**config.mk**
```make
export PLATFORM = sky130hd
export DESIGN_NAME = avalon_bus_arbiter
export DESIGN_NICKNAME = d
export VERILOG_FILES = /design/src/rtl/avalon_bus_arbiter.sv
export SDC_FILE = /design/constraint.sdc
export NUM_CORES = 1
export LEC_CHECK = 0
export CORE_AREA = 4 4 119 121
export DETAILED_ROUTE_END_ITERATION = 10
export DIE_AREA = 0 0 123 125
export GPL_TIMING_DRIVEN = 0
export PLACE_DENSITY = 0.63
export SLEW_MARGIN = 20
export SYNTH_ARGS = -nofsm -noshare
export SYNTH_HDL_FRONTEND = slang
export SYNTH_SLANG_ARGS = --single-unit
```
**constraint.sdc**
```tcl
create_clock -name clk -period 1.6 [get_ports clk]
set_input_delay 0.24 -clock clk [delete_from_list [all_inputs] [get_ports clk]]
set_output_delay 0.24 -clock clk [all_outputs]
set_load 0.01 [all_outputs]
```
**src/rtl/avalon_bus_arbiter.sv**
```systemverilog
// -----------------------------------------------------------------------------
// avalon_bus_arbiter
//
// Two-master, one-slave Avalon-MM arbiter. The CPU data-access port (master 0)
// and instruction-fetch port (master 1) share the single RAM slave. Transfers
// are serialised one per grant. Each grant is followed by at least one IDLE
// cycle. The non-owning master is always held in waitrequest.
//
// Parameters:
//   ADDR_W  address width
//   DATA_W  data width (byteenable width is DATA_W/8)
//
// Ports:
//   clk, reset                 rising-edge clock, asynchronous active-high reset
//   m0_* / m1_*                Avalon-MM slave-side ports facing the two masters
//                              (address, read, write, writedata, byteenable in;
//                              waitrequest, readdata out)
//   s_*                        Avalon-MM master-side port facing the RAM slave
//   busy                       high while a grant is held
//
// Build option:
//   ARB_ROUND_ROBIN_EN  when defined, ties in IDLE go to the master that was
//                       not granted last. When undefined, master 0 wins ties.
// -----------------------------------------------------------------------------
module avalon_bus_arbiter #(
    parameter int ADDR_W = 32,
    parameter int DATA_W = 32
) (
    input  logic                clk,
    input  logic                reset,

    input  logic [ADDR_W-1:0]   m0_address,
    input  logic                m0_read,
    input  logic                m0_write,
    input  logic [DATA_W-1:0]   m0_writedata,
    input  logic [DATA_W/8-1:0] m0_byteenable,
    output logic                m0_waitrequest,
    output logic [DATA_W-1:0]   m0_readdata,

    input  logic [ADDR_W-1:0]   m1_address,
    input  logic                m1_read,
    input  logic                m1_write,
    input  logic [DATA_W-1:0]   m1_writedata,
    input  logic [DATA_W/8-1:0] m1_byteenable,
    output logic                m1_waitrequest,
    output logic [DATA_W-1:0]   m1_readdata,

    output logic [ADDR_W-1:0]   s_address,
    output logic                s_read,
    output logic                s_write,
    output logic [DATA_W-1:0]   s_writedata,
    output logic [DATA_W/8-1:0] s_byteenable,
    input  logic                s_waitrequest,
    input  logic [DATA_W-1:0]   s_readdata,

    output logic                busy
);

    typedef enum logic [1:0] {
        IDLE   = 2'b00,
        GRANT0 = 2'b01,
        GRANT1 = 2'b10
    } state_t;

    state_t state;
    state_t state_nxt;

    // Master index of the most recent completed transfer. Reset to 1 so that
    // master 0 wins the first tie under round-robin.
    logic   last_grant;
    logic   last_grant_nxt;

    logic   req0;
    logic   req1;
    logic   pick1;

    assign req0 = m0_read | m0_write;
    assign req1 = m1_read | m1_write;

    // Read data is broadcast. Only the owning master in its completion cycle
    // treats it as valid.
    assign m0_readdata = s_readdata;
    assign m1_readdata = s_readdata;

    assign busy = (state == GRANT0) || (state == GRANT1);

    // Arbitration decision used when leaving IDLE. pick1 = 1 grants master 1.
    always_comb begin
        pick1 = 1'b0;
`ifdef ARB_ROUND_ROBIN_EN
        if (req0 && req1) begin
            pick1 = ~last_grant;
        end else begin
            pick1 = req1 & ~req0;
        end
`else
        pick1 = req1 & ~req0;
`endif
    end

    always_ff @(posedge clk or posedge reset) begin
        if (reset) begin
            state      <= IDLE;
            last_grant <= 1'b1;
        end else begin
            state      <= state_nxt;
            last_grant <= last_grant_nxt;
        end
    end

    // Next-state logic and combinational slave mux. Outside a grant, every
    // slave-facing output is driven to zero and both masters are stalled. A
    // master asserting read and write together is treated as a write.
    always_comb begin
        state_nxt      = state;
        last_grant_nxt = last_grant;
        s_address      = '0;
        s_read         = 1'b0;
        s_write        = 1'b0;
        s_writedata    = '0;
        s_byteenable   = '0;
        m0_waitrequest = 1'b1;
        m1_waitrequest = 1'b1;

        case (state)
            IDLE: begin
                if (req0 || req1) begin
                    state_nxt = pick1 ? GRANT1 : GRANT0;
                end
            end

            GRANT0: begin
                if (req0) begin
                    s_address      = m0_address;
                    s_write        = m0_write;
                    s_read         = m0_read & ~m0_write;
                    s_writedata    = m0_writedata;
                    s_byteenable   = m0_byteenable;
                    m0_waitrequest = s_waitrequest;
                    if (!s_waitrequest) begin
                        state_nxt      = IDLE;
                        last_grant_nxt = 1'b0;
                    end
                end else begin
                    // Request withdrawn mid-grant: release without a strobe.
                    state_nxt = IDLE;
                end
            end

            GRANT1: begin
                if (req1) begin
                    s_address      = m1_address;
                    s_write        = m1_write;
                    s_read         = m1_read & ~m1_write;
                    s_writedata    = m1_writedata;
                    s_byteenable   = m1_byteenable;
                    m1_waitrequest = s_waitrequest;
                    if (!s_waitrequest) begin
                        state_nxt      = IDLE;
                        last_grant_nxt = 1'b1;
                    end
                end else begin
                    state_nxt = IDLE;
                end
            end

            default: begin
                state_nxt = IDLE;
            end
        endcase
    end

endmodule

```
==> results.yml <==
worst_setup_path:
  crit_type: "flop to output pin"
  start_kind: "flop"
  slowest_stage: "dfrtp_2"
  crit_family: "buffers and inverters"
  path_cells: "ha_4 -> o21a_1 -> buf_6 -> buf_12 -> buf_12 -> a22oi_2 -> nor2b_1 -> buf_4"
  crit_buf_inv: 4
  path_max_fanout: 6
  required_ns: 1.36
  slowest_delay_ns: 0.44
  cp_common_cell: "buf_12"
  crit_arrival_ns: 1.83
  endpoint_kind: "output pin"
min_path:
  hold_class: "input pin to asynchronous set/reset pin"
final_layout:
  top_register: "state"
  reg_top3: "state: 2 flops"
  final_util_pct: 41.9
  final_cell_mix: "205 x clkdlybuf4s50_1, 83 x buf_4, 65 x buf_2, 64 x nor2b_1, 56 x a22oi_2"
  diodes: 0
  layout_commonest_cell: "clkdlybuf4s50_1"
  nets: 744
  area_delta_synth_final_pct: 202
  fill_cells: 1293
  layout-drive-gt1-share_pct: 46.9
  largest_reg_flops: 2
power:
  power.density_mw_per_mm2: 944
  clkPwrFrac_pct: 7.3
  p_switching_w: 0.00209
  p_sw_share_pct: 40.4
  internal_power_w: 0.00308
  p_leak_nw: 2.26
  sequentialPowerShare_pct: 2.1
  p_comb_share_pct: 90.6
  power_w: 0.00518
  ir_worst_vdd_mv: 0.523
global_route:
  groute.usage.overall_pct: 13.8
  overflow: 0
  grt_max_degree: 11
  grt_pass1_vias: 3292
  grt_pass1_wl_um: 16900
  antenna_found_initial: 0
outcome:
  outcome: "finished with violations"
  violations: "negative setup slack"
synthesis:
  syn_area_mm2: 0.00181
  syn-num-nets: 432
  syn-mean-instance-area_um2: 7.17
  syn_inst: 253
  synth.distinct_cells: 20
  yosysWarningCount: 0
  ys_seq_elements: 2
  ys_seq_area_share_pct: 2.76
sta:
  timing.final.crit_share_pct: 129
  clock_skew_ns: 0.00168
  fin_crit_ns: 2.07
  fmax_ghz: 0.484
  hold_violations: 0
  max_slew.worst_pin.slew_ns: 0.348
  rsz0062_at_grt: "yes"
  setup_tns_ns: -26.23
  hold_ws_ns: 0.175
  drv_slew: 0
  setup_slack_ns: -0.466
  setup_viol: 74
  max_slew_margin_pct: 76.7
clocking:
  cts_tree: "yes"
  clock_sinks: 2
  h-tree-depth: 1
  hold_buffers: 0
  cts_made_buffers: 3
  clkSlewWorstSetupHoldPaths_ns: 0.03
  cts-root-buf: "clkbuf_16"
  clk_latency_ns: 0.22
  clockBufferDepth: 2
drt:
  vias: 2990
  wl_per_cell_um: 16.0
  firstDrtPassIters: 4
  first_iter_violations: 43
  viasPerCell: 4.05
  ant_nets: 0
  drcViolationCount: 0
  wirelength_um: 11800
die:
  core-area_mm2: 0.0131
  die_w_um: 123
  die-area_mm2: 0.0154
  io_pins: 312
  rows: 42
  die_y_um: 125
  start_util_pct: 13.9
placed_design:
  routabilityCongestion: 0.791
  dp_hpwl_um: 9620
  numPortBuffers: 279
run:
  cap_viol_max_count: 0
==> cell usage after synthesis, drive strengths merged <==
cell,n,area share (%)
ha,4,2.8
nand3b,1,0.41
clkbuf,7,1.4
o2111ai,2,0.97
nand2,1,0.21
buf,80,34
o21ai,1,0.28
nor2b,69,24
nand2b,2,0.69
nor2,1,0.21
o21a,2,0.83
inv,4,0.83
a22oi,69,29
o211ai,2,0.83
and2,1,0.35
nand3,4,1.1
nor3b,1,0.41
dfrtp,2,2.8
==> final timing paths <==
check                               from               to  cells past startpoint  slack [ns]
worst max-delay path            state[1]  s_writedata[18]                      8       -0.47
worst min-delay path               reset         state[1]                      2        0.17
worst min register to register  state[0]         state[0]                      3        0.71
min in group clk                m1_write         state[1]                      3        0.44
max in group asynchronous          reset         state[0]                      2        1.30
worst max register to register  state[1]         state[0]                     10       -0.22
==> cell families (layout without fill, tap and decap cells) <==
kind of cell             after synthesis  in the layout  synth area share [%]
flip-flops                             2              2                  2.76
buffers and inverters                 91            401                  35.9
AO/OA/AOI/OAI                         76             76                  31.4
adder cells (fa/ha/maj)                4              4                  2.76
AND/OR/NAND/NOR                       80             80                  27.2
==> what timing repair did <==
action,in CTS,in global routing
setup buffers,17,12
gates resized for setup,407,49
pin swaps,10,17
gates cloned,7,3
setup endpoints to repair,75,75
==> metal layers <==
| layer | track usage [%] | vias up | routed length [µm] |
|---|---|---|---|
| met5 | 0 | - | 0 |
| met4 | 3.39 | 0 | 201 |
| met3 | 4.70 | 14 | 1490 |
| met2 | 26.4 | 188 | 6200 |
| met1 | 14.2 | 1331 | 3930 |
| li1 | - | 1457 | - |
==> metrics by stage <==
step                cells  cell area, µm²  setup WS, ns
finish                739            5480        -0.466
global route          739            5480        -0.576
CTS                   732            5260        -0.510
detailed placement    708            4830         -1.03
global placement      708            4830        -0.997
floorplan             253            1810        0.0144
==> power groups by stage <==
stage / combinational, W / clock (W) / sequential, W
finish: 0.00469 / 0.000378 / 0.000107
global route: 0.00506 / 0.000389 / 0.000113
CTS: 0.00444 / 0.000383 / 0.000103
detailed placement: 0.00370 / 0 / 0.0000955
global placement: 0.00366 / 0 / 0.0000928
floorplan: 0.00183 / 0 / 0.0000877
==> cell type report <==
type / instances / area [µm²] / share of cell area, %
multi-input cells: 160 / 1480 / 27.0
inverters: 4 / 20.0 / 0.365
clock buffers: 3 / 75.1 / 1.37
plain buffers: 82 / 717 / 13.1
well taps: 176 / 220 / 4.02
flip-flops and latches: 2 / 52.6 / 0.959
repair buffers: 312 / 2920 / 53.2
(Power assumes the default switching activity.)
